**src/rtl/mips_pkg.sv**
```systemverilog
// mips_pkg: definitions shared across the MIPS core.
//   - MIPS_NOP / DEFAULT_RESET_PC constants
//   - if_state_t: fetch-stage FSM states
//   - if_entry_t: {instr, pc} entry held by the fetch output queue
//   - primary opcode constants used by the control unit
//   - word_align(): clears the byte-offset bits of an address
`timescale 1ns/1ps
package mips_pkg;

  localparam logic [31:0] MIPS_NOP         = 32'h0000_0000;
  localparam logic [31:0] DEFAULT_RESET_PC = 32'h0000_0000;

  // ERR is only reachable when alignment checking is built in.
  typedef enum logic [1:0] {
    IDLE = 2'd0,
    RUN  = 2'd1,
    ERR  = 2'd2
  } if_state_t;

  typedef struct packed {
    logic [31:0] instr;
    logic [31:0] pc;
  } if_entry_t;

  // Primary opcodes (instr[31:26]).
  localparam logic [5:0] OP_RTYPE = 6'h00;
  localparam logic [5:0] OP_J     = 6'h02;
  localparam logic [5:0] OP_JAL   = 6'h03;
  localparam logic [5:0] OP_BEQ   = 6'h04;
  localparam logic [5:0] OP_BNE   = 6'h05;
  localparam logic [5:0] OP_ADDI  = 6'h08;
  localparam logic [5:0] OP_LW    = 6'h23;
  localparam logic [5:0] OP_SW    = 6'h2B;

  function automatic logic [31:0] word_align(input logic [31:0] addr);
    return {addr[31:2], 2'b00};
  endfunction

endpackage

```
**src/rtl/if_skid_buffer.sv**
```systemverilog
// if_skid_buffer: 2-entry FIFO (output register + skid) for fetched words.
// Ports:
//   clk, rst_n       clock, asynchronous active-low reset
//   flush            discard all entries; a push in the same cycle still lands
//   push, push_data  write one entry (caller guarantees count < 2)
//   pop              remove the head entry (ignored when empty)
//   count            current occupancy, 0..2
//   head             oldest entry (contents meaningless when count == 0)
`timescale 1ns/1ps
module if_skid_buffer #(
  parameter int W = 64
) (
  input  logic         clk,
  input  logic         rst_n,
  input  logic         flush,
  input  logic         push,
  input  logic [W-1:0] push_data,
  input  logic         pop,
  output logic [1:0]   count,
  output logic [W-1:0] head
);

  logic [W-1:0] entry0;   // head
  logic [W-1:0] entry1;   // skid
  logic [1:0]   occupancy;
  logic         pop_eff;

  assign pop_eff = pop && (occupancy != 2'd0);
  assign count   = occupancy;
  assign head    = entry0;

  always_ff @(posedge clk or negedge rst_n) begin
    if (!rst_n) begin
      occupancy <= 2'd0;
      entry0    <= '0;
      entry1    <= '0;
    end else if (flush) begin
      // Flush empties the queue, but a simultaneous push becomes the new head.
      occupancy <= push ? 2'd1 : 2'd0;
      if (push) entry0 <= push_data;
    end else begin
      case ({push, pop_eff})
        2'b10: begin
          if (occupancy == 2'd0) entry0 <= push_data;
          else                   entry1 <= push_data;
          occupancy <= occupancy + 2'd1;
        end
        2'b01: begin
          entry0    <= entry1;
          occupancy <= occupancy - 2'd1;
        end
        2'b11: begin
          // Occupancy is unchanged; the new word lands behind whatever remains.
          if (occupancy == 2'd1) begin
            entry0 <= push_data;
          end else begin
            entry0 <= entry1;
            entry1 <= push_data;
          end
        end
        default: ;
      endcase
    end
  end

endmodule

```
**src/rtl/instr_fetch.sv**
```systemverilog
// instr_fetch: MIPS instruction fetch stage.
// Issues one instruction-memory request at a time from the program counter,
// queues returned words in a 2-entry buffer and hands them to decode over a
// valid/ready handshake. Redirects flush the queue and discard the response
// of any request already in flight.
// Ports:
//   clk, rst_n                          clock, asynchronous active-low reset
//   imem_req/imem_addr/imem_gnt         request channel (one outstanding max)
//   imem_rvalid/imem_rdata              in-order response channel
//   redirect/redirect_pc                branch taken / jump target
//   id_ready                            decode accepts the current word
//   if_valid/instrucao/pc_out/pc_plus4  word to decode with its address
//   if_misaligned                       only with IF_ALIGN_CHECK_EN
// Build option: define IF_ALIGN_CHECK_EN to trap misaligned redirect targets
// (ERR state, one flagged NOP entry). Without it the low target bits are
// simply forced to zero.
`timescale 1ns/1ps
module instr_fetch
  import mips_pkg::*;
#(
  parameter logic [31:0] RESET_PC = DEFAULT_RESET_PC
) (
  input  logic        clk,
  input  logic        rst_n,
  output logic        imem_req,
  output logic [31:0] imem_addr,
  input  logic        imem_gnt,
  input  logic        imem_rvalid,
  input  logic [31:0] imem_rdata,
  input  logic        redirect,
  input  logic [31:0] redirect_pc,
  input  logic        id_ready,
  output logic        if_valid,
  output logic [31:0] instrucao,
  output logic [31:0] pc_out,
  output logic [31:0] pc_plus4
`ifdef IF_ALIGN_CHECK_EN
  ,
  output logic        if_misaligned
`endif
);

`ifdef IF_ALIGN_CHECK_EN
  localparam int ENTRY_W = 65;   // {misaligned, instr, pc}
`else
  localparam int ENTRY_W = 64;   // {instr, pc}
`endif

  if_state_t            state_reg;
  if_state_t            state_next;
  logic [31:0]          pc;
  logic                 outst;
  logic                 drop;
  logic [31:0]          inflight_pc;

  logic                 grant;
  logic                 q_push;
  logic [ENTRY_W-1:0]   q_push_data;
  logic                 q_pop;
  logic [1:0]           q_count;
  logic [ENTRY_W-1:0]   q_head;
  if_entry_t            head_entry;
  if_entry_t            fetched_entry;
  logic                 fetch_push;

  assign grant      = imem_req && imem_gnt;
  assign imem_addr  = pc;
  // A response that coincides with a redirect belongs to the old path.
  assign fetch_push = imem_rvalid && !drop && !redirect;
  assign fetched_entry = '{instr: imem_rdata, pc: inflight_pc};

`ifdef IF_ALIGN_CHECK_EN
  logic mis_redirect;
  assign mis_redirect = redirect && (redirect_pc[1:0] != 2'b00);
  assign q_push       = fetch_push || mis_redirect;
  assign q_push_data  = mis_redirect ? {1'b1, MIPS_NOP, redirect_pc}
                                     : {1'b0, fetched_entry};
`else
  assign q_push       = fetch_push;
  assign q_push_data  = fetched_entry;
`endif

  assign q_pop = if_valid && id_ready;

  if_skid_buffer #(.W(ENTRY_W)) u_queue (
    .clk       (clk),
    .rst_n     (rst_n),
    .flush     (redirect),
    .push      (q_push),
    .push_data (q_push_data),
    .pop       (q_pop),
    .count     (q_count),
    .head      (q_head)
  );

  // ---------------- FSM: state register ----------------
  always_ff @(posedge clk or negedge rst_n) begin
    if (!rst_n) state_reg <= IDLE;
    else        state_reg <= state_next;
  end

  // ---------------- FSM: next state ----------------
  always_comb begin
    state_next = state_reg;
    case (state_reg)
      IDLE:    state_next = RUN;
      RUN:     state_next = RUN;
      default: state_next = state_reg;
    endcase
`ifdef IF_ALIGN_CHECK_EN
    if (redirect) state_next = mis_redirect ? ERR : RUN;
`endif
  end

  // ---------------- FSM: outputs ----------------
  // Once raised, the request inputs (outst, occupancy) cannot change until a
  // grant or a redirect, so the address stays stable while ungranted.
  always_comb begin
    imem_req = (state_reg == RUN) && !outst && (q_count != 2'd2);
  end

  // ---------------- PC / outstanding / drop tracking ----------------
  always_ff @(posedge clk or negedge rst_n) begin
    if (!rst_n) begin
      pc          <= RESET_PC;
      outst       <= 1'b0;
      drop        <= 1'b0;
      inflight_pc <= RESET_PC;
    end else begin
      if (grant) begin
        outst       <= 1'b1;
        inflight_pc <= pc;
      end else if (imem_rvalid) begin
        outst <= 1'b0;
      end

      if (redirect) begin
        pc   <= word_align(redirect_pc);
        // Something still to come back from the old path must be discarded;
        // a response arriving right now is already being dropped.
        drop <= grant || (outst && !imem_rvalid);
      end else begin
        if (grant) pc <= pc + 32'd4;
        if (imem_rvalid && drop) drop <= 1'b0;
      end
    end
  end

  // ---------------- Output view of the queue head ----------------
  assign head_entry = q_head[63:0];
  assign if_valid   = (q_count != 2'd0);
  assign instrucao  = if_valid ? head_entry.instr : MIPS_NOP;
  assign pc_out     = if_valid ? head_entry.pc : 32'h0;
  assign pc_plus4   = if_valid ? (head_entry.pc + 32'd4) : 32'h0;
`ifdef IF_ALIGN_CHECK_EN
  assign if_misaligned = if_valid && q_head[64];
`endif

endmodule

```
**config.mk**
```make
export PLATFORM = sky130hd
export DESIGN_NAME = instr_fetch
export DESIGN_NICKNAME = d
export VERILOG_FILES = /design/src/rtl/mips_pkg.sv /design/src/rtl/if_skid_buffer.sv /design/src/rtl/instr_fetch.sv
export SDC_FILE = /design/constraint.sdc
export NUM_CORES = 1
export LEC_CHECK = 0
export CORE_MARGIN = 1
export CORE_UTILIZATION = 45
export DETAILED_ROUTE_END_ITERATION = 10
export GPL_TIMING_DRIVEN = 1
export MAX_ROUTING_LAYER = met4
export PLACE_DENSITY = 0.8
export SLEW_MARGIN = 20
export SYNTH_ARGS = -nofsm -noshare
export SYNTH_HDL_FRONTEND = slang
export SYNTH_SLANG_ARGS = --single-unit
```
**constraint.sdc**
```tcl
create_clock -name clk -period 2.5 [get_ports clk]
set_input_delay 0.5 -clock clk [delete_from_list [all_inputs] [get_ports clk]]
set_output_delay 0.5 -clock clk [all_outputs]
set_load 0.02 [all_outputs]
```
==> flow_summary.ini, run 1 <==
[global_route]
overflow = 0
grt_usage = 0.253
grt_pass1_vias = 7745
grt_pass1_wl_um = 41600
grt_max_degree = 63
antenna_found_initial = 0

[worst_setup_path]
reg2reg_slack_ns = 0.22
timing.rr.start = u_queue.count[0]
crit_path_start = u_queue.head[10]
criticalPathCategory = flip-flop to primary output
worstSetupStartpointType = flip-flop
critPathArrivalTime_ns = 2.28
required_ns = 2.00
cp_max_fo = 6
endpoint_kind = primary output
r2r.worst_path.cells = 8

[routing]
vias_per_cell = 5.69
antenna_left = 0
wl_per_cell_um = 18.5
drc = 0
wl_met2_um = 12300
drt_iter0_drc = 523
dr.pass1.iters = 5
via_count = 7956
drt_wl_total_um = 25900
wl_met3_um = 1360
top_layer = met4
met1_length_um = 11600

[clock_tree]
cts_buffer_depth = 2
cts-hold-fix-buffers = 0
path_clk_slew_ns = 0.07
clk-insertion-delay-late_ns = 0.43
cts.sinks = 190
cts_tree = done
ctsRootBufferMaster = clkbuf_16
htree_levels = 4
tritoncts.num_buffers = 17

[timing]
finClkSkew_ns = 0.0113
grt_setup_unrepaired = yes
setup_tns_ns = -3.90
maxSlewViolCount = 0
min_period_over_period = 1.11
setup_ws_ns = -0.285
holdWs_ns = 0.0225
tightestPinTransition_ns = 0.623
min_period_ns = 2.78
hold_viol = 0
finalSetupViolCount = 18
maxSlewHeadroom = 0.585
fmax_mhz = 359

[die]
ios = 200
start_util = 0.463
core_sq_um = 20400
dieArea_sq_um = 21500
rows = 52
fp.dieW_um = 147
fp.dieH_um = 147

[outcome]
status = finished with violations
violations = negative setup slack

[synthesis]
async_flop_share = 1.00
yosys_warnings = 0
synth_cell_type_count = 44
ys.flop_type = dfrtp_1
synth_seq_cells = 190
synth_edf_count = 0
syn_inst = 866
synthesis.area_sq_um = 9420
syn_avg_cell_area_sq_um = 10.9
ys_seq_area_frac = 0.505

[placement]
dp.cells = 1352
io_buffers = 195
gp_congestion = 0.869
pre_cts_slack_ns = -0.431
hpwl_um = 17900

[cells_and_area]
diodes = 0
fill_cells = 1558
layout_commonest_cell = dfrtp_1
layout_common_cells = dfrtp_1 (190), buf_4 (104), clkdlybuf4s50_1 (98), mux2_2 (92), nor2b_1 (64)
drive_gt1_frac = 0.283
largest_register_ffs = 63
fin_util = 0.640
nNetsFinal = 1195
areaGrowthSynthToFinish_pct = 38.4
fin_cells = 1399

[flow_run]
cap_violations = 0

[power]
p_leak_uw = 0.00581
power_density_nw_per_um2 = 1220
peakVddDrop_uv = 690

[min_path]
hold_path.class = input pin to asynchronous set/reset pin
==> cells by family (layout without fill, tap and decap cells) <==
kind of cell	count (synthesis)	count (layout)	share of synthesized area
flops	190	190	0.505
other cells	2	3	0.000797
compound gates	159	159	0.129
fa+ha+maj	7	7	0.00929
buf+inv	86	348	0.0377
simple gates	308	308	0.188
xor+xnor	20	20	0.0186
mux	94	94	0.112
==> power breakdown <==
part           total, uW  leakage, uW  internal (uW)  switching (uW)
combinational       7730      0.00325           3760            3970
sequential          5330      0.00226           4410             910
clock               2850     0.000298           1680            1180
==> critical path: stages (launching register included) <==
cell	delay (ns)
dfrtp_1	0.35
nand4_1	0.20
or4_4	0.59
or3_1	0.38
a21oi_2	0.17
buf_4	0.16
==> synth_stat cells (3+ instances only) <==
cell	number	area share
nand4_1	16	0.011
dfrtp_1	190	0.50
a221o_1	55	0.058
o21ai_0	25	0.013
or3_1	17	0.011
buf_4	5	0.0040
buf_2	10	0.0053
or4_1	25	0.020
xor2_1	12	0.011
a21oi_1	20	0.011
o211ai_1	7	0.0056
or2_2	3	0.0020
and2_1	8	0.0053
a31oi_1	14	0.0093
ha_1	7	0.0093
nand3_1	26	0.014
inv_1	14	0.0056
nand2_1	27	0.011
and3_1	60	0.040
nor2b_1	64	0.042
clkbuf_1	54	0.022
xnor2_1	8	0.0074
a22oi_1	3	0.0024
mux2_2	92	0.11
a221oi_1	7	0.0065
o31ai_1	17	0.014
nor2_1	47	0.019
and4_1	7	0.0065
==> stage by stage <==
step                instance area (sq um)  power, uW
global placement                    12300      12800
detailed placement                  12300      13100
CTS                                 13000      15800
finish                              13000      15900
global route                        13000      16800
floorplan                            9460       9460
==> repair_timing <==
item,in CTS,in global routing
pin swaps,19,9
setup buffers,13,3
gates cloned,1,0
endpoints found under the hold margin,0,0
gates resized for setup,201,72
endpoints found under the setup margin,98,48
==> path summary, 6_finish.rpt <==
kind | to
max | pc_plus4[24]
min | u_queue.head[47]
max reg2reg | imem_addr[16]
min reg2reg | u_queue.head[1]
max in group asynchronous | u_queue.entry1[26]
min in group clk | u_queue.head[1]
==> layout make-up <==
| type | instances | area [sq um] | share of cell area |
|---|---|---|---|
| sequential | 190 | 4750 | 0.365 |
| tap | 270 | 338 | 0.0259 |
| multi-input combinational | 591 | 4560 | 0.350 |
| clock inverter | 12 | 185 | 0.0142 |
| timing repair buffer | 304 | 2720 | 0.209 |
| clock buffer | 18 | 429 | 0.0329 |
| inverter | 14 | 52.6 | 0.00403 |
==> metal layers <==
metal	track usage	vias up
met5	-	-
met1	0.342	3925
li1	-	3721
met4	0.0891	0
met3	0.0413	42
met2	0.388	268
No activity file was read; power rests on OpenSTA's default activity.
==> run 2: changes to the inputs <==
--- a/config.mk
+++ b/config.mk
@@ -6,11 +6,12 @@
 export NUM_CORES = 1
 export LEC_CHECK = 0
 export CORE_MARGIN = 1
-export CORE_UTILIZATION = 45
+export CORE_UTILIZATION = 52
+export CTS_CLUSTER_DIAMETER = 200
 export DETAILED_ROUTE_END_ITERATION = 10
 export GPL_TIMING_DRIVEN = 1
 export MAX_ROUTING_LAYER = met4
-export PLACE_DENSITY = 0.8
+export PLACE_DENSITY = 0.89
 export SLEW_MARGIN = 20
 export SYNTH_ARGS = -nofsm -noshare
 export SYNTH_HDL_FRONTEND = slang
==> constraint.sdc (replaced) <==
create_clock -name clk -period 2.76 [get_ports clk]
set_input_delay 0.552 -clock clk [delete_from_list [all_inputs] [get_ports clk]]
set_output_delay 0.552 -clock clk [all_outputs]
set_load 0.02 [all_outputs]
==> flow_summary.ini, run 2 (synthesis gave the netlist of run 1 again) <==
[routing]
drt_iter0_drc = 538
drt_wl_total_um = 26100
wl_met3_um = 1550
wl_per_cell_um = 19.6
vias_per_cell = 6.08
met1_length_um = 10900
dr.pass1.iters = 5
drc = 0
antenna_left = 0
via_count = 8126
wl_met2_um = 12700
top_layer = met4

[global_route]
grt_pass1_wl_um = 40800
overflow = 0
grt_max_degree = 66
grt_pass1_vias = 7800
antenna_found_initial = 0
grt_usage = 0.294

[cells_and_area]
drive_gt1_frac = 0.249
areaGrowthSynthToFinish_pct = 37.2
layout_commonest_cell = dfrtp_1
nNetsFinal = 1178
final_area_sq_um = 12900
largest_register_ffs = 63
fin_util = 0.740
fin_cells = 1337
fill_cells = 1146
multi_input_area_sq_um = 4530
ff_latch_area_sq_um = 4760
diodes = 0
layout_common_cells = dfrtp_1 (189), clkdlybuf4s50_1 (133), mux2_2 (92), buf_4 (89), nor2b_1 (64)

[die]
dieArea_sq_um = 18700
fp.dieW_um = 137
ios = 200
fp.dieH_um = 137
start_util = 0.539
core_sq_um = 17500
rows = 48

[outcome]
status = finished with violations
violations = negative setup slack

[flow_run]
cap_violations = 0

[min_path]
hold_path.class = input pin to asynchronous set/reset pin

[power]
power_density_nw_per_um2 = 1110
peakVddDrop_uv = 644
p_leak_uw = 0.00575

[timing]
min_period_ns = 2.92
finClkSkew_ns = 0.00863
setup_tns_ns = -0.971
finalSetupViolCount = 14
fmax_mhz = 342
maxSlewViolCount = 0
maxSlewHeadroom = 0.387
min_period_over_period = 1.06
setup_ws_ns = -0.162
hold_viol = 0
grt_setup_unrepaired = yes
tightestPinTransition_ns = 0.919

[placement]
dp.cells = 1289
hpwl_um = 17000
gp_congestion = 0.862
pre_cts_slack_ns = -0.246
io_buffers = 195
placed_area_sq_um = 12000

[clock_tree]
cts_buffer_depth = 2
cts.sinks = 190
cts-hold-fix-buffers = 0
cts_tree = done
ctsRootBufferMaster = clkbuf_16
path_clk_slew_ns = 0.07
htree_levels = 4
clk-insertion-delay-late_ns = 0.43
tritoncts.num_buffers = 17

[worst_setup_path]
required_ns = 2.21
timing.rr.start = u_queue.count[0]
worstSetupStartpointType = flip-flop
cp_max_fo = 8
criticalPathCategory = flip-flop to primary output
reg2reg_slack_ns = 0.25
r2r.worst_path.cells = 6
critPathArrivalTime_ns = 2.37
endpoint_kind = primary output
rr_endpoint = u_queue.head[49]
run 2: cell count changes in the layout (fill, tap and decap cells not counted), sizes merged, moves of 3 or more:
cell,previous run,this run
clkbuf,40,22
clkinvlp,1,4
dlygate4sd2,48,27
buf,129,109
dlymetal6s2s,5,15
clkdlybuf4s50,98,133
run 2: metal layers:
metal / global-route usage / vias up
li1: - / 3684
met5: - / -
met3: 0.0352 / 63
met4: 0.131 / 0
met2: 0.469 / 342
met1: 0.377 / 4037
run 2: report_power, final:
part,leakage (uW),switching (uW),internal [uW]
Sequential,0.00226,857,4000
Clock,0.000262,1050,1350
Combinational,0.00323,3560,3530
run 2: worst max path at each step:
stage | start | endpoint | slack, ns | cells past startpoint
6_report | u_queue.head[2] | pc_plus4[20] | -0.16 | 6
5_1_grt | u_queue.head[2] | pc_plus4[20] | -0.24 | 6
4_1_cts | u_queue.head[10] | pc_plus4[20] | -0.17 | 6
3_5_place_dp | u_queue.head[3] | pc_plus4[20] | -0.25 | 6
3_3_place_gp | u_queue.head[2] | pc_plus4[20] | -0.21 | 6
2_1_floorplan | u_queue.head[8] | pc_plus4[29] | 0.11 | 5
run 2: final cells by class:
type / instances / area share
clock buffers: 21 / 0.0348
clock inverters: 9 / 0.00871
flip-flops and latches: 190 / 0.368
well taps: 225 / 0.0218
inverters: 14 / 0.00406
multi-input cells: 591 / 0.351
repair buffers: 287 / 0.212
run 2: repair_timing:
| item | in CTS | in global routing |
|---|---|---|
| endpoints found under the setup margin | 42 | 32 |
| gates cloned | 2 | 0 |
| buffers inserted | 11 | 5 |
| gates resized for setup | 148 | 43 |
| pin swaps | 15 | 3 |
run 2: worst max-delay path, cell delays in order (launching register included):
cell,delay (ns)
dfrtp_1,0.37
ha_2,0.21
nand2_1,0.11
or4_4,0.59
or3_1,0.36
a21oi_1,0.15
buf_4,0.15
run 2: metrics by stage:
stage	hold slack, ns	power (uW)
3_3_place_gp	0.463	11400
3_5_place_dp	0.476	11700
4_1_cts	0.124	14200
2_1_floorplan	0.256	8530
6_report	0.0971	14400
5_1_grt	0.145	15100
==> run 3: changes to the inputs <==
--- a/config.mk
+++ b/config.mk
@@ -5,6 +5,7 @@
 export SDC_FILE = /design/constraint.sdc
 export NUM_CORES = 1
 export LEC_CHECK = 0
+export CAP_MARGIN = 20
 export CORE_MARGIN = 1
 export CORE_UTILIZATION = 52
 export CTS_CLUSTER_DIAMETER = 200
==> results of run 3 <==
No change in the layout: final DEF, timing and power equal those of run 2.
